$ cat config.mk
export PLATFORM = sky130hd
export DESIGN_NAME = adc_ltc2315_responder
export DESIGN_NICKNAME = d
export VERILOG_FILES = /design/src/rtl/adc_ltc2315_responder.sv
export SDC_FILE = /design/constraint.sdc
export NUM_CORES = 1
export LEC_CHECK = 0
export CAP_MARGIN = 20
export CORE_MARGIN = 8
export CORE_UTILIZATION = 50
export CTS_CLUSTER_DIAMETER = 150
export DETAILED_ROUTE_END_ITERATION = 7
export GPL_ROUTABILITY_DRIVEN = 0
export PLACE_DENSITY = 0.75
export SETUP_SLACK_MARGIN = 0.05
export SLEW_MARGIN = 10
export SYNTH_ARGS = -nofsm -noshare
export SYNTH_HDL_FRONTEND = slang
export SYNTH_SLANG_ARGS = --single-unit
$ cat constraint.sdc
create_clock -name clk_100 -period 4.24 [get_ports clk_100]
set_clock_uncertainty 0.2 [all_clocks]
set_input_delay 0.636 -clock clk_100 [delete_from_list [all_inputs] [get_ports clk_100]]
set_output_delay 0.636 -clock clk_100 [all_outputs]
set_load 0.02 [all_outputs]
$ cat src/rtl/adc_ltc2315_responder.sv
// LTC2315-style serial ADC responder: answers an SPI initiator with a
// leading zero, a DATA_BITS-wide sample MSB first, then zeros.
// cs/sck are asynchronous pins, synchronized into the clk_100 domain.
module adc_ltc2315_responder #(
  parameter int FRAME_SCK = 16,
  parameter int DATA_BITS = 12
) (
  input  logic                 clk_100,
  input  logic                 reset,
  input  logic                 cs,
  input  logic                 sck,
  output logic                 sdo,
  input  logic                 mode,
  input  logic [DATA_BITS-1:0] sample_in,
  input  logic                 sample_valid,
  output logic                 sample_ready,
  output logic                 frame_done,
  output logic                 frame_abort,
  output logic                 underrun,
  output logic [15:0]          frame_count
);

  localparam int CW = $clog2(FRAME_SCK + 1);

  typedef enum logic [1:0] {IDLE, SHIFT, DONE} state_t;

  state_t               state;
  logic                 cs_meta, cs_sync, cs_dly;
  logic                 sck_meta, sck_sync, sck_dly;
  logic                 armed;
  logic                 hold_full;
  logic [DATA_BITS-1:0] hold;
  logic [DATA_BITS-1:0] last_word;
  logic [DATA_BITS-1:0] ramp;
  logic [DATA_BITS-1:0] shreg;
  logic [DATA_BITS-1:0] frame_word;
  logic [CW-1:0]        rise_cnt;
  logic                 cs_rise, cs_fall, sck_rise, sck_fall;
  logic                 frame_start;

  assign cs_rise     = cs_sync & ~cs_dly;
  assign cs_fall     = ~cs_sync & cs_dly;
  assign sck_rise    = sck_sync & ~sck_dly;
  assign sck_fall    = ~sck_sync & sck_dly;
  assign frame_start = (state == IDLE) && cs_fall && armed;
  assign sample_ready = ~hold_full;

  // Word latched at frame start: ramp in mode 1, else the held sample,
  // falling back to repeating the previous word when nothing is held.
  assign frame_word = mode      ? ramp :
                      hold_full ? hold : last_word;

  // Two-flop synchronizers plus one edge-detect stage for cs and sck
  always_ff @(posedge clk_100 or posedge reset) begin
    if (reset) begin
      {cs_meta, cs_sync, cs_dly}    <= '0;
      {sck_meta, sck_sync, sck_dly} <= '0;
    end else begin
      cs_meta  <= cs;
      cs_sync  <= cs_meta;
      cs_dly   <= cs_sync;
      sck_meta <= sck;
      sck_sync <= sck_meta;
      sck_dly  <= sck_sync;
    end
  end

  // Arm only after cs has been seen high, so a reset released with cs
  // low cannot start a frame halfway through the initiator's transfer
  always_ff @(posedge clk_100 or posedge reset) begin
    if (reset)        armed <= 1'b0;
    else if (cs_sync) armed <= 1'b1;
  end

  // Hold register: consumed by a mode-0 frame start; a load in that same
  // cycle is impossible when full, and lands for the next frame when empty
  always_ff @(posedge clk_100 or posedge reset) begin
    if (reset) begin
      hold_full <= 1'b0;
      hold      <= '0;
    end else if (frame_start && !mode && hold_full) begin
      hold_full <= 1'b0;
    end else if (sample_valid && !hold_full) begin
      hold_full <= 1'b1;
      hold      <= sample_in;
    end
  end

  // Frame FSM with registered sdo, status pulses and counters
  always_ff @(posedge clk_100 or posedge reset) begin
    if (reset) begin
      state       <= IDLE;
      sdo         <= 1'b0;
      shreg       <= '0;
      rise_cnt    <= '0;
      last_word   <= '0;
      ramp        <= '0;
      frame_count <= '0;
      frame_done  <= 1'b0;
      frame_abort <= 1'b0;
      underrun    <= 1'b0;
    end else begin
      frame_done  <= 1'b0;
      frame_abort <= 1'b0;
      underrun    <= 1'b0;
      case (state)
        IDLE: begin
          sdo <= 1'b0;
          if (frame_start) begin
            state     <= SHIFT;
            shreg     <= frame_word;
            last_word <= frame_word;
            rise_cnt  <= '0;
            underrun  <= ~mode & ~hold_full;
          end
        end
        SHIFT: begin
          if (cs_rise) begin
            state       <= IDLE;
            sdo         <= 1'b0;
            frame_abort <= 1'b1;
          end else begin
            // Zeros shift in behind the data, so late falling edges emit 0
            if (sck_fall) begin
              sdo   <= shreg[DATA_BITS-1];
              shreg <= {shreg[DATA_BITS-2:0], 1'b0};
            end
            if (sck_rise) begin
              if (rise_cnt == CW'(FRAME_SCK - 1)) begin
                state <= DONE;
                sdo   <= 1'b0;
              end else begin
                rise_cnt <= rise_cnt + CW'(1);
              end
            end
          end
        end
        DONE: begin
          sdo <= 1'b0;
          if (cs_rise) begin
            state       <= IDLE;
            frame_done  <= 1'b1;
            frame_count <= frame_count + 16'd1;
            ramp        <= ramp + DATA_BITS'(1);
          end
        end
        default: begin
          state <= IDLE;
          sdo   <= 1'b0;
        end
      endcase
    end
  end

endmodule

==> results.toml, run 1 <==
[synthesis]
avgSynthCellArea_um2 = 11.4
syn_area_um2 = 3810
yosys_warnings = 0
ys_ff_latch = 83
ys.flop_type = "dfrtp_1"
synth-edff-count = 0
synthCells = 333
synth_top_cell_area_share_pct = 54.5
netlist_top_cells_area = "dfrtp_1 54%, o31ai_1 4.5%, mux2_2 4.4%, nor2b_1 4.1%, xnor2_1 3.9%"
syn-num-nets = 355
yosysTopAreaCell = "dfrtp_1"
yosysUniqueCellTypes = 46
yosysSeqAreaShare_pct = 54.5
synth-async-reset-ratio_pct = 100

[floorplan]
ios = 39
dieArea_um2 = 10700
rows = 32
die_w_um = 103
dieHeight_um = 103
initial_utilization_pct = 50.4
core_area_um2 = 7570

[placement]
port_buffers = 38
dp_slack_ns = 1.61
post-dp-hpwl_um = 5240
place_inst = 461

[run_status]
outcome = "complete, no violations"

[sta]
fin_crit_sh_pct = 67.3
hold_viol = 0
drv_slew = 0
fin_tns_setup_ns = 0
setup_viol = 0
fin_crit_ns = 2.86
rsz0062_at_grt = "false"
relSlewSlack_pct = 29.7
fmax_mhz = 350
whs_ns = 0.148
fin_ws_ns = 1.38
worstMarginPinSlew_ns = 1.05

[clock_network]
insertion_delay_ns = 0.35
holdBufCountCts = 0
cts_max_path_buffers = 2
htree_levels = 3
cts.sinks = 83
cts_root_buf = "clkbuf_8"
cts_resized = 0
numCtsBuffers = 9
clkTransAtPathRegs_ns = 0.09
postCtsSetupRepairBufs = 0
cts_tree = "yes"

[grt]
overflow = 0
antenna_found_initial = 0
grt_pass1_vias = 2703
globalRouteTotalUtil_pct = 15.7
grt_max_degree = 38
grt_pass1_wl_um = 13000

[final_layout]
syn_to_final_growth_pct = 17.9
final_util_pct = 59.4
stdcell_count = 477
nNetsFinal = 392
drive_above_1_share_pct = 11.7
n_antenna_cell = 0

[pwr]
leakagePower_nw = 1.98
p_per_area_nw_per_um2 = 469
ir_drop_mv = 0.312

[setup_path]
crit_required_ns = 3.40
crit_chain = "inv_1 > clkdlybuf4s50_1"
cpPeakStageDelay_ns = 0.93
cp_slowest_cell = "dfrtp_1"
startpoint_type = "register"
critical_path_arrival_ns = 2.02
crit_type = "register to output pin"
cp-end-kind = "output pin"
path_buf_inv = 2
critPathTopFamily = "flip-flops"
path_max_fanout = 26

[route]
vias = 2633
drc_errors = 0
antenna_left = 0
avgRoutedWirePerCell_um = 15.9
drt_first_pass_iters = 4
routed_wl_um = 7570
first_iter_violations = 101
viasPerCell = 5.52

[hold_path]
hp-class = "register to register"

[flow_run]
max_cap_viol_count = 0
layout by cell type (no fill, tap or decap), drive strengths merged, types with 3 or more instances in the layout:
cell type / instances
a211oi: 13
a21o: 4
a21oi: 3
a22o: 12
and3: 6
and4: 3
buf: 3
clkbuf: 11
clkdlybuf4s50: 38
clkinv: 4
dfrtp: 83
ha: 4
inv: 6
mux2: 16
nand2: 34
nand2b: 3
nand3: 14
nand4: 4
nor2: 7
nor2b: 25
nor3: 7
nor3b: 3
o21ai: 4
o31ai: 23
xnor2: 17
xor2: 9
cell usage after synthesis, types with 2 or more instances:
cell type	instances
a21o_1	4
nor4_1	2
nor3_2	4
a211oi_1	13
a21oi_1	3
nand2b_1	3
mux2_2	15
clkbuf_1	5
nand4_1	3
o31ai_1	23
inv_1	7
and4_1	3
nor3b_1	2
nor2_1	7
ha_1	4
dfrtp_1	83
nor3_1	3
a22o_1	12
nand3_1	14
and3_1	6
buf_2	8
nor2b_1	25
o21ai_0	4
nand2_1	34
xor2_1	9
xnor2_1	17
per-stage QoR:
step | total power [mW] | instance area (um^2)
floorplan | 1.36 | 3810
CTS | 2.12 | 4490
global route | 2.22 | 4490
global placement | 1.46 | 4270
detailed placement | 1.48 | 4270
finish | 2.11 | 4490
report_power, final:
part,switching (mW),leakage (nW),internal [mW]
clock,0.279,0.119,0.361
combinational,0.175,0.783,0.205
sequential,0.136,1.08,0.949
total,0.591,1.98,1.52
state kept, by name, summed over array words and instances, names as in the netlist, 2 cells and up:
| register | cells |
|---|---|
| state | 2 |
| shreg | 12 |
| hold | 12 |
| last_word | 12 |
| frame_count | 16 |
| rise_cnt | 5 |
| ramp | 12 |
path summary, 6_finish.rpt:
path | startpoint | endpoint | slack, ns | cells after the start
max | hold_full | sample_ready | 1.38 | 2
min | sck_meta | sck_sync | 0.15 | 0
max reg2reg | rise_cnt[0] | rise_cnt[3] | 1.84 | 7
min reg2reg | sck_meta | sck_sync | 0.15 | 0
max in group asynchronous | reset | shreg[2] | 2.60 | 3
min in group asynchronous | reset | rise_cnt[2] | 0.47 | 2
logic make-up (layout without fill, tap and decap cells):
group | count (synthesis) | count (layout) | share of synthesized area [%]
AOI/OAI and AO/OA | 65 | 65 | 12.9
xor gates and xnor gates | 26 | 26 | 5.98
adders and majority gates | 4 | 4 | 1.31
buffers and inverters | 22 | 64 | 2.73
DFF | 83 | 83 | 54.5
muxes | 17 | 17 | 4.99
and+or+nand+nor | 116 | 116 | 17.6
cell type report:
type	instances	area [um^2]
Inverter	7	27.5
Timing Repair Buffer	41	403
Fill cell	614	3080
Tap cell	102	128
Sequential cell	83	2080
Clock buffer	11	151
Multi-Input combinational cell	228	1630
Clock inverter	5	75.1
routing by layer:
metal,wire (um),vias up,global-route usage (%)
li1,-,1265,-
met1,3600,1300,20.7
met2,3530,59,24.3
met3,346,9,4.69
met4,92,0,5.23
met5,0,-,0
Note: power is estimated with default switching activity, not from simulation.
==> inputs of run 2 (changes only) <==
Settings changed: PLACE_DENSITY 0.75 to 0.77.
Clock period 4.24 ns to 2.5 ns, I/O delays scaled along.
==> results.toml, run 2 (synthesized netlist as in run 1, its figures left out) <==
[grt]
grt_pass1_vias = 2751
grt_pass1_wl_um = 13100
grt_max_degree = 28
overflow = 0
globalRouteTotalUtil_pct = 15.7
antenna_found_initial = 0

[route]
viasPerCell = 5.57
first_iter_violations = 116
avgRoutedWirePerCell_um = 15.5
routed_wl_um = 7470
drt_first_pass_iters = 4
vias = 2690
antenna_left = 0
drc_errors = 0

[placement]
post-dp-hpwl_um = 5260
place_inst = 468
port_buffers = 38
dp_slack_ns = 0.115

[final_layout]
syn_to_final_growth_pct = 18.4
largest_register = "frame_count"
mostFrequentLayoutCells = "83 x dfrtp_1, 38 x clkdlybuf4s50_1, 34 x nand2_1"
final_util_pct = 59.6
nNetsFinal = 399
final_common_cell = "dfrtp_1"
n_antenna_cell = 0
largest_reg_flops = 16
stdcell_count = 483
drive_above_1_share_pct = 12.9
fillers = 616

[floorplan]
initial_utilization_pct = 50.4
dieHeight_um = 103
rows = 32
die_w_um = 103
ios = 39
dieArea_um2 = 10700
core_area_um2 = 7570

[clock_network]
htree_levels = 3
insertion_delay_ns = 0.35
clkTransAtPathRegs_ns = 0.08
cts_max_path_buffers = 2
cts_root_buf = "clkbuf_8"
numCtsBuffers = 9
holdBufCountCts = 0
cts_tree = "yes"
cts.sinks = 83

[setup_path]
path_max_fanout = 5
critical_path_arrival_ns = 2.37
crit_required_ns = 2.59
startpoint_type = "register"
crit_type = "register to register"
cp-end-kind = "register"

[sta]
fin_tns_setup_ns = 0
whs_ns = 0.149
worstMarginPinSlew_ns = 0.559
fin_crit_ns = 2.28
rsz0062_at_grt = "false"
fin_crit_sh_pct = 91.2
fin_ws_ns = 0.221
setup_viol = 0
relSlewSlack_pct = 62.7
fmax_mhz = 439
drv_slew = 0
hold_viol = 0

[pwr]
ir_drop_mv = 0.488
p_per_area_nw_per_um2 = 739
leakagePower_nw = 1.99

[hold_path]
hp-class = "register to register"

[flow_run]
max_cap_viol_count = 0

[run_status]
outcome = "complete, no violations"
==> run 2: cell count changes in the layout (fill, tap and decap cells not counted), sizes merged <==
| cell | previous run | this run |
|---|---|---|
| clkbuf | 11 | 12 |
| buf | 3 | 10 |
| clkinvlp | 0 | 1 |
| clkinv | 4 | 3 |
| bufinv | 2 | 0 |
==> run 2: where the power goes <==
part | internal (mW) | switching (mW) | leakage [nW]
logic | 0.372 | 0.331 | 0.825
registers | 1.61 | 0.193 | 1.08
clock network | 0.379 | 0.448 | 0.0860
total | 2.36 | 0.972 | 1.99
==> run 2: final timing paths <==
kind | slack (ns) | cells after the start | endpoint | start
min | 0.15 | 0 | cs_sync | cs_meta
min reg2reg | 0.15 | 0 | cs_sync | cs_meta
min in group asynchronous | 0.22 | 2 | rise_cnt[2] | reset
max | 0.22 | 6 | rise_cnt[0] | rise_cnt[0]
max reg2reg | 0.22 | 6 | rise_cnt[0] | rise_cnt[0]
max in group asynchronous | 1.34 | 3 | shreg[11] | reset
==> run 2: worst max-delay path: stages, from the launching register on <==
cell and delay, ns:
dfrtp_1 0.43, ha_1 0.23, and3_1 0.19, ha_1 0.21, or3b_2 0.53, o41ai_1 0.30
a21o_1 0.12
==> run 2: repair_timing <==
action,4_1_cts,5_1_grt
setup endpoints to repair,0,1
setup buffers,0,0
gates resized for setup,0,1
==> run 2: area by class of cell <==
cell class	count	area (um^2)	share of cell area [%]
Clock buffer	12	145	3.22
Clock inverter	3	15.0	0.333
Inverter	7	30.0	0.666
Multi-Input combinational cell	228	1640	36.3
Sequential cell	83	2080	46.0
Tap cell	102	128	2.83
Timing Repair Buffer	48	480	10.7
==> run 2: per-stage QoR <==
| stage | power [mW] | area [um^2] |
|---|---|---|
| CTS | 3.36 | 4510 |
| finish | 3.33 | 4510 |
| floorplan | 2.31 | 3810 |
| global placement | 2.50 | 4350 |
| detailed placement | 2.54 | 4350 |
| global route | 3.52 | 4510 |
==> run 2: layer usage <==
metal / GRT usage (%) / wire length [um]
met1: 21.0 / 3570
met2: 24.2 / 3440
met3: 2.74 / 330
met4: 7.34 / 131
met5: 0 / 0
==> inputs of run 3 (changes only) <==
Settings changed: REMOVE_ABC_BUFFERS set to 1.
==> results.toml, run 3 (synthesized netlist as in run 1, its figures left out) <==
[run_status]
outcome = "complete, no violations"

[floorplan]
core_area_um2 = 7570
rows = 32
dieHeight_um = 103
dieArea_um2 = 10700
initial_utilization_pct = 50.4
die_w_um = 103
ios = 39

[setup_path]
crit_type = "register to register"
startpoint_type = "register"
path_max_fanout = 5
r2r_start = "rise_cnt[0]"
critical_path_arrival_ns = 2.39
rrSetupSlack_ns = 0.16
rr_endpoint = "rise_cnt[0]"
cp-end-kind = "register"
r2r_cells = 7
crit_start = "rise_cnt[0]"
crit_required_ns = 2.55
worstSetupEndpoint = "rise_cnt[0]"

[sta]
hold_viol = 0
drv_slew = 0
rsz0062_at_grt = "false"
fin_crit_sh_pct = 93.5
fmax_mhz = 428
fin_crit_ns = 2.34
relSlewSlack_pct = 63.3
worstMarginPinSlew_ns = 0.551
setup_viol = 0

[placement]
port_buffers = 38
post-dp-hpwl_um = 5000
place_area_um2 = 4320

[pwr]
p_switching_mw = 1.06
pwr-share-clk_pct = 30.1
leakagePower_nw = 2.01
p_per_area_nw_per_um2 = 792
seqPwrFrac_pct = 49.5
combPwrFrac_pct = 20.4
p_int_mw = 2.55
ir_drop_mv = 0.332
swShare_pct = 29.3
fin_total_pwr_mw = 3.61

[clock_network]
cts_root_buf = "clkbuf_8"
holdBufCountCts = 0
cts_max_path_buffers = 2
clkTransAtPathRegs_ns = 0.09
insertion_delay_ns = 0.36
htree_levels = 3
numCtsBuffers = 9
postCtsSetupRepairBufs = 0
cts_tree = "yes"
cts.sinks = 83

[route]
viasPerCell = 5.57
avgRoutedWirePerCell_um = 16.0
first_iter_violations = 126
routed_wl_um = 7750
antenna_left = 0
drt_first_pass_iters = 6
vias = 2688
drc_errors = 0

[final_layout]
mostFrequentLayoutCells = "83 x dfrtp_1, 38 x clkdlybuf4s50_1, 34 x nand2_1"
n_antenna_cell = 0
largest_register = "frame_count"
syn_to_final_growth_pct = 19.6
largest_reg_flops = 16
nNetsFinal = 398
design_area_um2 = 4560
final_util_pct = 60.3
final_common_cell = "dfrtp_1"
drive_above_1_share_pct = 13.6

[grt]
grt_pass1_wl_um = 13400
grt_max_degree = 84
globalRouteTotalUtil_pct = 16.0
overflow = 0
grt_pass1_vias = 2736
antenna_found_initial = 0

[flow_run]
max_cap_viol_count = 0

[hold_path]
hp-class = "register to register"
## run 3: power by group through the flow
stage	logic [mW]	registers, mW	clock network, mW
3_3_place_gp	0.703	1.80	0
5_1_grt	0.824	1.83	1.15
3_5_place_dp	0.733	1.81	0
4_1_cts	0.742	1.79	1.10
2_1_floorplan	0.501	1.78	0
6_report	0.737	1.79	1.09
## run 3: final cells by class
class / count / area (um^2)
sequential: 83 / 2080
multi-input combinational: 228 / 1640
clock inverter: 7 / 100
timing repair buffer: 47 / 460
clock buffer: 9 / 124
fill: 629 / 3010
tap: 102 / 128
inverter: 7 / 27.5
## run 3: how the worst min path moves through the flow
stage               cells after the start  slack [ns]     start       end
finish                                  0        0.16  sck_meta  sck_sync
global route                            0        0.17  sck_meta  sck_sync
CTS                                     0        0.17  sck_meta  sck_sync
detailed placement                      0        0.14   cs_meta   cs_sync
global placement                        0        0.14   cs_meta   cs_sync
floorplan                               0        0.13   cs_meta   cs_sync
## run 3: per-stage QoR
stage / std cells / TNS [ns] / hold WS, ns / setup WS (ns)
final: 483 / 0 / 0.160 / 0.162
after global placement: 467 / 0 / 0.137 / 0.243
after floorplan: 318 / -17.58 / 0.131 / -0.212
after global routing: 483 / 0 / 0.174 / 0.0683
after detailed placement: 467 / 0 / 0.140 / 0.189
after CTS: 483 / 0 / 0.166 / 0.102
## run 3: metal layers
metal	up-vias	share of wire, %	global-route usage [%]
met4	0	1.6	5.01
met3	12	4.0	3.75
met5	-	0	0
met1	1340	47	20.7
met2	53	48	26.0
li1	1283	-	-
## run 3: worst max-delay path: stages, from the launching register on
cell     delay [ns]
dfrtp_1        0.45
ha_1           0.24
and3_1         0.18
ha_1           0.22
or3b_2         0.55
nand3_1        0.14
o41ai_2        0.09
a21o_1         0.17
## run 3: repair_timing
| item | CTS | global route |
|---|---|---|
| hold endpoints to repair | 0 | 0 |
| gates resized for setup | 0 | 2 |
| setup endpoints to repair | 0 | 2 |
